$ cat config.mk
export PLATFORM = sky130hd
export DESIGN_NAME = fetch_unit_flat
export DESIGN_NICKNAME = d
export VERILOG_FILES = /design/src/rtl/fetch_unit_if.sv /design/src/rtl/fetch_unit.sv /design/src/flat_wrapper.sv
export SDC_FILE = /design/constraint.sdc
export NUM_CORES = 1
export LEC_CHECK = 0
export ABC_AREA = 1
export CAP_MARGIN = 30
export CORE_UTILIZATION = 45
export DETAILED_ROUTE_END_ITERATION = 8
export GPL_TIMING_DRIVEN = 0
export PLACE_DENSITY = 0.75
export SLEW_MARGIN = 10
export SYNTH_ARGS = -nofsm -noshare
export SYNTH_HDL_FRONTEND = slang
export SYNTH_SLANG_ARGS = --single-unit
$ cat constraint.sdc
create_clock -name clk -period 9.7 [get_ports clk]
set_input_delay 0.97 -clock clk [delete_from_list [all_inputs] [get_ports clk]]
set_output_delay 0.97 -clock clk [all_outputs]
set_load 0.05 [all_outputs]
$ cat src/rtl/fetch_unit_if.sv
// Fetch-stage bus bundle: instruction-memory request/response, redirect from
// execute, and the instruction handshake towards decode.
interface fetch_unit_if #(
    parameter int unsigned PC_WIDTH = 16
);
    logic                imem_req_valid;
    logic                imem_req_ready;
    logic [PC_WIDTH-1:0] imem_req_addr;
    logic                imem_resp_valid;
    logic [31:0]         imem_resp_data;
    logic                redirect;
    logic [PC_WIDTH-1:0] redirect_pc;
    logic                instr_valid;
    logic                instr_ready;
    logic [31:0]         instruction;
    logic [PC_WIDTH-1:0] instr_pc;

    modport master (
        output imem_req_valid, imem_req_addr, instr_valid, instruction, instr_pc,
        input  imem_req_ready, imem_resp_valid, imem_resp_data, redirect, redirect_pc,
               instr_ready
    );

    modport slave (
        input  imem_req_valid, imem_req_addr, instr_valid, instruction, instr_pc,
        output imem_req_ready, imem_resp_valid, imem_resp_data, redirect, redirect_pc,
               instr_ready
    );
endinterface

$ cat src/rtl/fetch_unit.sv
// Instruction fetch stage: credit-limited word fetch, in-order response buffer
// feeding decode, and redirect flush that discards stale in-flight responses.
module fetch_unit #(
    parameter int unsigned         PC_WIDTH = 16,
    parameter logic [PC_WIDTH-1:0] RESET_PC = '0,
    parameter int unsigned         DEPTH    = 2
) (
    input  logic         clk,
    input  logic         rst_n,
    fetch_unit_if.master bus
);
    localparam int unsigned AW = $clog2(DEPTH);
    localparam int unsigned CW = $clog2(DEPTH + 1);
    localparam int unsigned SW = CW + 2;

    typedef enum logic {
        ST_HOLD,
        ST_RUN
    } state_t;

    state_t state, state_n;

    logic [PC_WIDTH-1:0] fetch_pc, fetch_pc_n;
    logic [PC_WIDTH-1:0] resp_pc, resp_pc_n;
    logic [PC_WIDTH-1:0] target;
    logic [CW-1:0]       inflight, inflight_n;
    logic [CW-1:0]       drop, drop_n;
    logic [CW-1:0]       count, count_n;
    logic [AW-1:0]       wr_ptr, wr_ptr_n;
    logic [AW-1:0]       rd_ptr, rd_ptr_n;
    logic [SW-1:0]       outstanding;
    logic                head_valid;
    logic                req_fire;
    logic                resp_toss;
    logic                push;
    logic                pop;

    logic [PC_WIDTH-1:0] pc_buf    [DEPTH];
    logic [31:0]         instr_buf [DEPTH];

    // Credit covers new-path flights, old-path flights awaiting discard and buffered words.
    assign outstanding        = SW'(inflight) + SW'(drop) + SW'(count);
    assign bus.imem_req_valid = (state == ST_RUN) && (outstanding < SW'(DEPTH));
    assign bus.imem_req_addr  = fetch_pc;

    assign head_valid      = (count != '0);
    assign bus.instr_valid = head_valid;
    assign bus.instruction = head_valid ? instr_buf[rd_ptr] : '0;
    assign bus.instr_pc    = head_valid ? pc_buf[rd_ptr] : '0;

    assign target    = bus.redirect_pc & ~PC_WIDTH'(3);
    assign req_fire  = bus.imem_req_valid & bus.imem_req_ready;
    assign resp_toss = bus.imem_resp_valid & (drop != '0);
    assign push      = bus.imem_resp_valid & (drop == '0) & ~bus.redirect;
    assign pop       = head_valid & bus.instr_ready;

    always_comb begin
        state_n = state;
        case (state)
            ST_HOLD: state_n = ST_RUN;
            ST_RUN:  state_n = ST_RUN;
            default: state_n = ST_HOLD;
        endcase
    end

    always_comb begin
        fetch_pc_n = fetch_pc;
        resp_pc_n  = resp_pc;
        inflight_n = inflight;
        drop_n     = drop;
        count_n    = count;
        wr_ptr_n   = wr_ptr;
        rd_ptr_n   = rd_ptr;
        if (bus.redirect) begin
            // Every old-path flight moves to drop; a response arriving now is
            // discarded whether it would have hit drop or inflight.
            drop_n     = drop + inflight + CW'(req_fire) - CW'(bus.imem_resp_valid);
            inflight_n = '0;
            count_n    = '0;
            wr_ptr_n   = '0;
            rd_ptr_n   = '0;
            fetch_pc_n = target;
            resp_pc_n  = target;
        end else begin
            if (req_fire) begin
                fetch_pc_n = fetch_pc + PC_WIDTH'(4);
            end
            if (resp_toss) begin
                drop_n = drop - CW'(1);
            end
            if (push) begin
                resp_pc_n = resp_pc + PC_WIDTH'(4);
                wr_ptr_n  = wr_ptr + AW'(1);
            end
            if (pop) begin
                rd_ptr_n = rd_ptr + AW'(1);
            end
            inflight_n = inflight + CW'(req_fire) - CW'(push);
            count_n    = count + CW'(push) - CW'(pop);
        end
    end

    always_ff @(posedge clk or negedge rst_n) begin
        if (!rst_n) begin
            state    <= ST_HOLD;
            fetch_pc <= RESET_PC;
            resp_pc  <= RESET_PC;
            inflight <= '0;
            drop     <= '0;
            count    <= '0;
            wr_ptr   <= '0;
            rd_ptr   <= '0;
        end else begin
            state    <= state_n;
            fetch_pc <= fetch_pc_n;
            resp_pc  <= resp_pc_n;
            inflight <= inflight_n;
            drop     <= drop_n;
            count    <= count_n;
            wr_ptr   <= wr_ptr_n;
            rd_ptr   <= rd_ptr_n;
        end
    end

    always_ff @(posedge clk) begin
        if (push) begin
            pc_buf[wr_ptr]    <= resp_pc;
            instr_buf[wr_ptr] <= bus.imem_resp_data;
        end
    end

    no_overflow: assert property (@(posedge clk) disable iff (!rst_n)
        !(push && (count == CW'(DEPTH))));
endmodule

$ cat src/flat_wrapper.sv
// flat-port wrapper written by rule: the top's interface ports become plain ports
module fetch_unit_flat 
#(
    parameter int unsigned         PC_WIDTH = 16,
    parameter logic [PC_WIDTH-1:0] RESET_PC = '0,
    parameter int unsigned         DEPTH    = 2
)
  (clk, rst_n, bus_imem_req_valid, bus_imem_req_addr, bus_instr_valid, bus_instruction, bus_instr_pc, bus_imem_req_ready, bus_imem_resp_valid, bus_imem_resp_data, bus_redirect, bus_redirect_pc, bus_instr_ready);
  fetch_unit_if #(.PC_WIDTH(PC_WIDTH)) bus_i ();
  input  logic clk;
  input  logic rst_n;
  output wire logic [$bits(bus_i.imem_req_valid)-1:0] bus_imem_req_valid;
  output wire logic [$bits(bus_i.imem_req_addr)-1:0] bus_imem_req_addr;
  output wire logic [$bits(bus_i.instr_valid)-1:0] bus_instr_valid;
  output wire logic [$bits(bus_i.instruction)-1:0] bus_instruction;
  output wire logic [$bits(bus_i.instr_pc)-1:0] bus_instr_pc;
  input wire logic [$bits(bus_i.imem_req_ready)-1:0] bus_imem_req_ready;
  input wire logic [$bits(bus_i.imem_resp_valid)-1:0] bus_imem_resp_valid;
  input wire logic [$bits(bus_i.imem_resp_data)-1:0] bus_imem_resp_data;
  input wire logic [$bits(bus_i.redirect)-1:0] bus_redirect;
  input wire logic [$bits(bus_i.redirect_pc)-1:0] bus_redirect_pc;
  input wire logic [$bits(bus_i.instr_ready)-1:0] bus_instr_ready;
  assign bus_imem_req_valid = bus_i.imem_req_valid;
  assign bus_imem_req_addr = bus_i.imem_req_addr;
  assign bus_instr_valid = bus_i.instr_valid;
  assign bus_instruction = bus_i.instruction;
  assign bus_instr_pc = bus_i.instr_pc;
  assign bus_i.imem_req_ready = bus_imem_req_ready;
  assign bus_i.imem_resp_valid = bus_imem_resp_valid;
  assign bus_i.imem_resp_data = bus_imem_resp_data;
  assign bus_i.redirect = bus_redirect;
  assign bus_i.redirect_pc = bus_redirect_pc;
  assign bus_i.instr_ready = bus_instr_ready;
  fetch_unit #(.PC_WIDTH(PC_WIDTH), .RESET_PC(RESET_PC), .DEPTH(DEPTH)) u_core (.clk(clk), .rst_n(rst_n), .bus(bus_i));
endmodule
==> flow_summary.json, run 1 <==
{
  "run_status": "completed",
  "ys.warnings.count": 0,
  "area.growth.synth_to_final_pct": 33.1,
  "worst_setup_path_end_kind": "output port",
  "clock.fmax_mhz": 236,
  "setup_viol": 0,
  "cts_hold_buf": 0,
  "power.density_nw_per_um2": 312,
  "peakVddDrop_v": 0.000195,
  "synth.avg_cell_area_sq_um": 9.82,
  "post_cts_buffers": 0,
  "power.leakage_uw": 0.00324,
  "grt_pass1_vias": 4595,
  "syn_inst": 607,
  "multiInputGateArea_sq_um": 1980,
  "cp.arrival_ns": 3.27,
  "cp_cell_sequence": "ha_1, fa_1, inv_1, fa_1, nand2_1, a21oi_1, nand2_1, inv_1, clkdlybuf4s50_1",
  "drv_cap": 0,
  "clk_latency_ns": 0.41,
  "maxSlewViolCount": 0,
  "rows": 41,
  "portBuffers": 113,
  "clk_pin_slew_ns": 0.06,
  "path_buf_inv": 3,
  "synth_area_leaders": "edfxtp_1 46%, dfrtp_1 16%, nand2_1 14%, a21oi_1 4.5%, inv_1 3.1%",
  "layoutNonFillerInstCount": 930,
  "ios": 120,
  "clk_path_buf_depth": 2,
  "cts-htree-levels": 4,
  "cp-start-kind": "flop",
  "crit_family": "adder cells",
  "dr.first_iter.drc_count": 389,
  "synth_area_sq_um": 5960,
  "die_y_um": 117,
  "grt_first_pass_wirelength_um": 22000,
  "synth_top_area_share_pct": 46.4,
  "die-area_sq_um": 13700,
  "worstPathRequired_ns": 8.73,
  "post_drt_wl_per_cell_um": 14.9,
  "fin_worst_skew_ns": 0.00903,
  "layout_commonest_cell": "nand2_1",
  "ys_ff_latch": 129,
  "root_buffer": "clkbuf_16",
  "grt_overflow": 0,
  "insertedDiodeCount": 0,
  "finalNetCount": 813,
  "critPathKind": "flop to output port",
  "grt_max_degree": 30,
  "hp-class": "primary input to asynchronous set/reset pin",
  "post-place-cells": 898,
  "cp_max_fo": 3,
  "clock_sinks": 129,
  "drt_wl_total_um": 13900,
  "ys_types": 34,
  "cts_made_buffers": 17,
  "initial_core_util_pct": 46.7,
  "tightest_slew_ns": 0.672,
  "rsz0062_at_grt": "no",
  "grt_use_total_pct": 21.5,
  "ctsResizeCount": 0,
  "yosys.area.top_type": "edfxtp_1",
  "coreArea_sq_um": 12800,
  "drt_first_pass_iters": 5,
  "hold_violations": 0,
  "drc": 0,
  "final_cell_mix": "220 x nand2_1, 112 x clkdlybuf4s50_1, 92 x edfxtp_1",
  "crit_slowest_cell": "clkdlybuf4s50_1",
  "post-route-min-period_ns": 4.24,
  "dp_hpwl_um": 9600,
  "gp_congestion": 0.888,
  "num-fill-cells": 1005,
  "finalCritPeriodShare_pct": 43.7,
  "via_per_inst": 5.07,
  "cts_tree": "done",
  "ant_nets": 0,
  "drive_above_1_share_pct": 8.58,
  "vias": 4717,
  "die_x_um": 117,
  "relSlewSlack_pct": 55.1,
  "antenna_found_initial": 0,
  "max_stage_delay_ns": 0.79,
  "register_area_sq_um": 3690,
  "finalSetupTns_ns": 0,
  "synth-seq-area-share_pct": 61.9
}
## where the power goes
group / total, uW / internal (uW) / switching (uW)
Combinational: 1140 / 357 / 780
Sequential: 753 / 673 / 79.8
Clock: 584 / 348 / 236
Total: 2470 / 1380 / 1100
## stage by stage
stage / worst slack (ns) / cell area (sq um) / hold slack, ns / total power [uW] / utilization, %
floorplan: 6.06 / 5970 / 0.464 / 1520 / -
global placement: 4.41 / 7320 / 0.486 / 1860 / 57.3
detailed placement: 5.87 / 7390 / 0.495 / 1900 / 57.8
CTS: 5.43 / 7930 / 0.410 / 2490 / 62.1
global route: 5.30 / 7930 / 0.417 / 2610 / 62.1
finish: 5.46 / 7930 / 0.420 / 2470 / 62.1
## flip-flops by register name, summed over array words and instances (netlist names)
name	count
u_core.bus.imem_req_addr	14
u_core.count	2
u_core.drop	2
u_core.inflight	2
u_core.instr_buf	64
u_core.pc_buf	28
u_core.rd_ptr	1
u_core.resp_pc	14
u_core.state	1
u_core.wr_ptr	1
## synth_stat cells
| library cell | number |
|---|---|
| nand2_2 | 1 |
| clkbuf_1 | 7 |
| a21oi_1 | 53 |
| o21bai_1 | 1 |
| fa_1 | 3 |
| inv_2 | 2 |
| edfxtp_1 | 92 |
| buf_1 | 1 |
| nor2_4 | 4 |
| o211ai_1 | 4 |
| nand3_1 | 31 |
| inv_1 | 50 |
| ha_1 | 11 |
| xnor2_1 | 3 |
| nand3b_1 | 2 |
| nor3b_1 | 1 |
| conb_1 | 2 |
| nor2_2 | 3 |
| nor3_2 | 1 |
| nand2_4 | 1 |
| xor2_1 | 7 |
| a31oi_1 | 1 |
| dfrtp_1 | 37 |
| nand3_2 | 3 |
| nor2_1 | 29 |
| o21ai_1 | 1 |
| o21ai_0 | 16 |
| nand2_1 | 220 |
| o221ai_1 | 1 |
| a21o_1 | 1 |
| buf_2 | 11 |
| buf_6 | 1 |
| nand4_1 | 2 |
| buf_4 | 4 |
## path summary, 6_finish.rpt
kind | end | start | slack [ns] | depth (start not counted)
max | bus_imem_req_valid | u_core.drop[0] | 5.46 | 9
min | u_core.resp_pc[15] | rst_n | 0.42 | 1
max reg2reg | u_core.drop[1] | u_core.drop[0] | 6.68 | 13
min reg2reg | u_core.pc_buf[0][14] | u_core.resp_pc[14] | 0.51 | 0
max in group asynchronous | u_core.state | rst_n | 8.82 | 2
min in group clk | u_core.pc_buf[0][14] | u_core.resp_pc[14] | 0.51 | 0
## cells by family after synthesis
logic type | count (synthesis) | share of synthesized area [%]
other cells | 2 | 0.126
fa+ha+maj | 14 | 3.32
compound gates | 78 | 6.89
flops | 129 | 61.9
simple gates | 298 | 20.9
xor+xnor | 10 | 1.47
buf+inv | 76 | 5.40
## layout make-up
| type | instances | share of cell area (%) |
|---|---|---|
| plain buffers | 24 | 1.59 |
| clock buffers | 17 | 5.36 |
| clock inverters | 15 | 1.51 |
| inverters | 52 | 2.46 |
| multi-input cells | 405 | 24.9 |
| flip-flops and latches | 129 | 46.5 |
| well taps | 172 | 2.71 |
| repair buffers | 116 | 15.0 |
## routing by layer
| metal | vias to the layer above | track usage (%) | wire, um |
|---|---|---|---|
| li1 | 2272 | - | - |
| met1 | 2251 | 26.5 | 6010 |
| met2 | 182 | 36.9 | 6750 |
| met3 | 12 | 5.15 | 998 |
| met4 | 0 | 8.02 | 133 |
| met5 | - | 0 | 0 |
## worst register-to-register path: stages, from the launching register on
cell and delay, ns:
dfrtp_1 0.41, ha_1 0.22, fa_1 0.50, inv_1 0.07, fa_1 0.52, nand2_1 0.05, a21oi_1 0.18, nand3_2 0.17
inv_1 0.14, fa_1 0.20, xor2_1 0.21, a21oi_1 0.09, o21ai_0 0.08, nand2_1 0.07
Note: power is estimated with default switching activity, not from simulation.
==> inputs of run 2 (changes only) <==
Settings changed: PLACE_DENSITY 0.75 to 0.78.
Clock period 9.7 ns to 3.5 ns, I/O delays scaled along.
==> run 2 against run 1 <==
Net effect:
- hold slack got worse by 0.071 ns
- setup slack got worse by 5.1 ns
- cell area is 0.46% higher
- via count down 0.55%
- utilization up 0.28 points
- critical endpoint unchanged
- largest cell class unchanged
- highest routed layer unchanged
==> flow_summary.json, run 2 (synthesized netlist as in run 1, its figures left out) <==
{
  "drt_wl_total_um": 13400,
  "crit_family": "adder cells",
  "cp_max_fo": 3,
  "post-place-cells": 898,
  "ant_nets": 0,
  "insertedDiodeCount": 0,
  "die_y_um": 117,
  "finalNetCount": 814,
  "drc": 0,
  "cts_tree": "done",
  "top_register": "u_core.instr_buf",
  "via_per_inst": 5.04,
  "biggestRegsByFlops": "u_core.instr_buf: 64 flops, u_core.pc_buf: 28 flops",
  "cts-htree-levels": 4,
  "maxSlewViolCount": 0,
  "power.density_nw_per_um2": 873,
  "post-route-min-period_ns": 3.13,
  "critPathKind": "flop to output port",
  "drt_first_pass_iters": 6,
  "placed_area_sq_um": 7390,
  "die-area_sq_um": 13700,
  "peakVddDrop_v": 0.000421,
  "hold_violations": 0,
  "grt_max_degree": 28,
  "clock.fmax_mhz": 319,
  "die_x_um": 117,
  "path_buf_inv": 3,
  "layoutNonFillerInstCount": 931,
  "grt_first_pass_wirelength_um": 21400,
  "largest_reg_flops": 64,
  "post_drt_wl_per_cell_um": 14.4,
  "run_status": "completed",
  "relSlewSlack_pct": 56.1,
  "cp-start-kind": "flop",
  "initial_core_util_pct": 46.7,
  "cp.arrival_ns": 2.78,
  "grt_overflow": 0,
  "clk_pin_slew_ns": 0.05,
  "antenna_found_initial": 0,
  "tightest_slew_ns": 0.657,
  "dp_hpwl_um": 9360,
  "worst_setup_path_end_kind": "output port",
  "root_buffer": "clkbuf_16",
  "clk_latency_ns": 0.42,
  "ios": 120,
  "area.growth.synth_to_final_pct": 33.7,
  "grt_use_total_pct": 21.0,
  "dr.first_iter.drc_count": 344,
  "clk_path_buf_depth": 2,
  "worstPathRequired_ns": 3.15,
  "drv_cap": 0,
  "whs_ns": 0.349,
  "max_stage_delay_ns": 0.52,
  "rsz0062_at_grt": "no",
  "clock_sinks": 129,
  "final_cell_mix": "220 x nand2_1, 111 x clkdlybuf4s50_1, 92 x edfxtp_1",
  "finalCritPeriodShare_pct": 89.5,
  "cp_cell_sequence": "ha_1, fa_1, inv_1, fa_1, nand2_1, a21oi_1, nand2_1, inv_1, clkbuf_2",
  "cts_made_buffers": 17,
  "final_area_sq_um": 7970,
  "grt_pass1_vias": 4585,
  "setup_viol": 0,
  "power.leakage_uw": 0.00328,
  "layout_commonest_cell": "nand2_1",
  "fin_worst_skew_ns": 0.00561,
  "vias": 4691,
  "coreArea_sq_um": 12800,
  "rows": 41,
  "portBuffers": 113,
  "post_cts_buffers": 0,
  "utilization_pct": 62.4,
  "num-fill-cells": 1002,
  "place_ws_ns": 0.255,
  "hp-class": "primary input to asynchronous set/reset pin",
  "crit_slowest_cell": "fa_1",
  "drive_above_1_share_pct": 8.56,
  "gp_congestion": 0.892,
  "fin_ws_ns": 0.367
}
==> run 2: changes by cell type in the layout (fill, tap and decap cells not counted), sizes merged <==
cell / before / now
dlygate4sd3: 0 / 1
clkbuf: 24 / 27
clkinv: 6 / 7
bufinv: 1 / 3
clkinvlp: 7 / 3
clkdlybuf4s50: 112 / 111
inv: 53 / 52
==> run 2: what timing repair did <==
action | in CTS | in global routing
hold endpoints to repair | 10 | 0
hold buffers | 1 | 0
setup endpoints to repair | 1 | 1
resized for setup | 1 | 2
cloned | 0 | 0
==> run 2: worst register-to-register path, stage by stage, from the launching register on <==
cell,delay (ns)
dfrtp_1,0.41
ha_1,0.23
fa_1,0.52
inv_1,0.07
fa_1,0.50
nand2_1,0.05
a21oi_1,0.19
nand3_2,0.19
inv_1,0.13
fa_1,0.19
xor2_1,0.21
a21oi_1,0.11
o21ai_0,0.11
nand2_1,0.08
==> run 2: final cells by class <==
type                            instances  area [sq um]  share of cell area, %
Buffer                                 24           126                   1.59
Clock buffer                           19           433                   5.43
Clock inverter                         13           144                   1.81
Inverter                               52           195                   2.45
Multi-Input combinational cell        405          1980                   24.8
Sequential cell                       129          3690                   46.3
Tap cell                              172           215                   2.70
Timing Repair Buffer                  117          1190                   14.9
==> run 2: layer usage <==
layer  vias to the layer above  GRT usage [%]  routed length (um)  part of all wire (%)
met3                        21           5.15                1040                   7.8
met4                         0           8.78                 227                   1.7
li1                       2278              -                   -                     -
met5                         -              0                   0                     0
met2                       200           36.4                6500                    49
met1                      2192           25.1                5600                    42
==> run 2: power by group <==
group,internal [uW],leakage (uW),switching [uW]
Combinational,981,0.00171,2170
Sequential,1870,0.00129,222
Clock,1100,0.000275,618
==> run 2: path summary, 6_finish.rpt <==
| check | startpoint | end | slack, ns | depth (start not counted) |
|---|---|---|---|---|
| worst min register to register | u_core.resp_pc[14] | u_core.pc_buf[1][14] | 0.51 | 0 |
| worst min-delay path | rst_n | u_core.bus.imem_req_addr[14] | 0.35 | 2 |
| min in group clk | u_core.resp_pc[14] | u_core.pc_buf[1][14] | 0.51 | 0 |
| max in group asynchronous | rst_n | u_core.count[0] | 2.71 | 3 |
| worst max-delay path | u_core.drop[0] | bus_imem_req_valid | 0.37 | 9 |
| worst max register to register | u_core.drop[0] | u_core.drop[1] | 0.38 | 13 |
==> run 2: through the flow <==
| step | power [uW] | TNS, ns |
|---|---|---|
| floorplan | 4200 | 0 |
| global placement | 5170 | -110.36 |
| detailed placement | 5260 | 0 |
| CTS | 7000 | 0 |
| global route | 7340 | 0 |
| finish | 6960 | 0 |
==> inputs of run 3 (changes only) <==
Settings changed: CORE_MARGIN set to 4, DONT_BUFFER_PORTS set to 1, PLACE_DENSITY 0.78 to 0.66.
==> run 3 against run 2 <==
Net effect:
- sequential share of layout area grew 4.6 points
- cell area shrank 9.1%
- sequential cell count is the same
- via count shrank 9.8%
- cell count shrank 7.7%
- utilization shrank 5.7 points
- total power shrank 2.0%
- global-route usage shrank 3.2 points
- combinational power shrank 20%
- setup slack gained 0.039 ns
- clock skew is essentially flat
- hold slack lost 0.31 ns
- largest cell class unchanged
==> flow_summary.json, run 3 (synthesized netlist as in run 1, its figures left out) <==
{
  "top_register": "u_core.instr_buf",
  "clk_pin_slew_ns": 0.06,
  "utilization_pct": 56.7,
  "die_y_um": 123,
  "min_delay_path_depth": 0,
  "p_total_uw": 6820,
  "cp_max_fo": 3,
  "relSlewSlack_pct": 30.8,
  "place_ws_ns": 0.529,
  "drv_cap": 0,
  "clk_path_buf_depth": 2,
  "critPathKind": "flop to output port",
  "post_cts_buffers": 0,
  "portBuffers": 0,
  "maxSlewViolCount": 0,
  "max_stage_delay_ns": 0.50,
  "power.leakage_uw": 0.00312,
  "die_x_um": 123,
  "initial_core_util_pct": 46.7,
  "final_cell_mix": "220 x nand2_1, 92 x edfxtp_1, 53 x a21oi_1",
  "dp_hpwl_um": 9130,
  "peakVddDrop_v": 0.000466,
  "setup_viol": 0,
  "cp.depth": 8,
  "whs_ns": 0.0396,
  "post-route-min-period_ns": 3.09,
  "via_per_inst": 4.93,
  "crit_slowest_cell": "fa_1",
  "root_buffer": "clkbuf_16",
  "cp.arrival_ns": 2.74,
  "coreArea_sq_um": 12800,
  "clk_latency_ns": 0.40,
  "die-area_sq_um": 15100,
  "ant_nets": 0,
  "drt_first_pass_iters": 4,
  "dr.first_iter.drc_count": 217,
  "layout_commonest_cell": "nand2_1",
  "antenna_found_initial": 0,
  "cp_cell_sequence": "ha_1, fa_1, inv_1, fa_1, nand2_1, a21oi_1, nand2_1, inv_1",
  "rows": 41,
  "area.growth.synth_to_final_pct": 21.6,
  "clock.fmax_mhz": 323,
  "power.density_nw_per_um2": 941,
  "cp-start-kind": "flop",
  "finalNetCount": 742,
  "run_status": "completed",
  "vias": 4233,
  "drc": 0,
  "worst_setup_path_end_kind": "output port",
  "cts-htree-levels": 4,
  "largest_reg_flops": 64,
  "finalCritPeriodShare_pct": 88.4,
  "grt_pass1_vias": 4292,
  "grt_first_pass_wirelength_um": 20500,
  "grt_use_total_pct": 17.9,
  "post_drt_wl_per_cell_um": 14.9,
  "fin_ws_ns": 0.406,
  "path_buf_inv": 2,
  "drt_wl_total_um": 12800,
  "crit_family": "adder cells",
  "grt_overflow": 0,
  "gp_congestion": 0.844,
  "rr_worst_depth": 11,
  "worstPathRequired_ns": 3.15,
  "cts_tree": "done",
  "insertedDiodeCount": 0,
  "biggestRegsByFlops": "u_core.instr_buf: 64 flops, u_core.pc_buf: 28 flops",
  "tightest_slew_ns": 1.04,
  "hold_violations": 0,
  "rsz0062_at_grt": "no",
  "clock_sinks": 129,
  "cts_made_buffers": 17,
  "drive_above_1_share_pct": 15.7,
  "fin_worst_skew_ns": 0.00596,
  "grt_max_degree": 38,
  "hp-class": "primary input to flop",
  "ios": 120
}
run 3: changes by cell type in the layout (fill, tap and decap cells not counted), sizes merged:
cell and delta:
clkdlybuf4s50 -111, buf +40, bufinv +3, clkbuf -3
clkinvlp -1
run 3: layout make-up:
type	count	area, sq um
multi-input cells	405	1980
fillers	1070	5530
clock inverters	15	240
repair buffers	45	378
clock buffers	17	425
inverters	52	195
flip-flops and latches	129	3690
well taps	172	215
plain buffers	24	126
run 3: through the flow:
stage | TNS, ns | instance area, sq um | instances
6_report | 0 | 7240 | 859
5_1_grt | 0 | 7240 | 859
4_1_cts | 0 | 7240 | 859
3_5_place_dp | 0 | 6550 | 825
3_3_place_gp | -79.99 | 6190 | 782
2_1_floorplan | 0 | 5970 | 610
run 3: repair_timing:
item | in CTS | in global routing
hold endpoints to repair | 37 | 0
hold buffers | 2 | 0
gates resized for setup | 0 | 0
run 3: final timing paths:
| kind | slack (ns) | end | from |
|---|---|---|---|
| max | 0.41 | bus_imem_req_valid | u_core.drop[0] |
| min | 0.04 | u_core.instr_buf[0][15] | bus_imem_resp_data[15] |
| max reg2reg | 0.53 | u_core.drop[0] | u_core.drop[0] |
| min reg2reg | 0.51 | u_core.pc_buf[1][14] | u_core.resp_pc[14] |
| max in group asynchronous | 2.89 | u_core.resp_pc[15] | rst_n |
| min in group asynchronous | 0.41 | u_core.bus.imem_req_addr[5] | rst_n |
run 3: per-layer routing:
layer,vias up,part of all wire [%],GRT usage (%)
met5,-,0,0
met4,0,0.96,6.71
met3,12,10,6.63
met2,129,49,30.1
met1,1956,40,20.9
li1,2136,-,-
run 3: power by group:
group,switching [uW],total [uW],internal (uW)
combinational,1830,2510,681
clock,624,1950,1330
sequential,489,2350,1860
total,2950,6820,3870
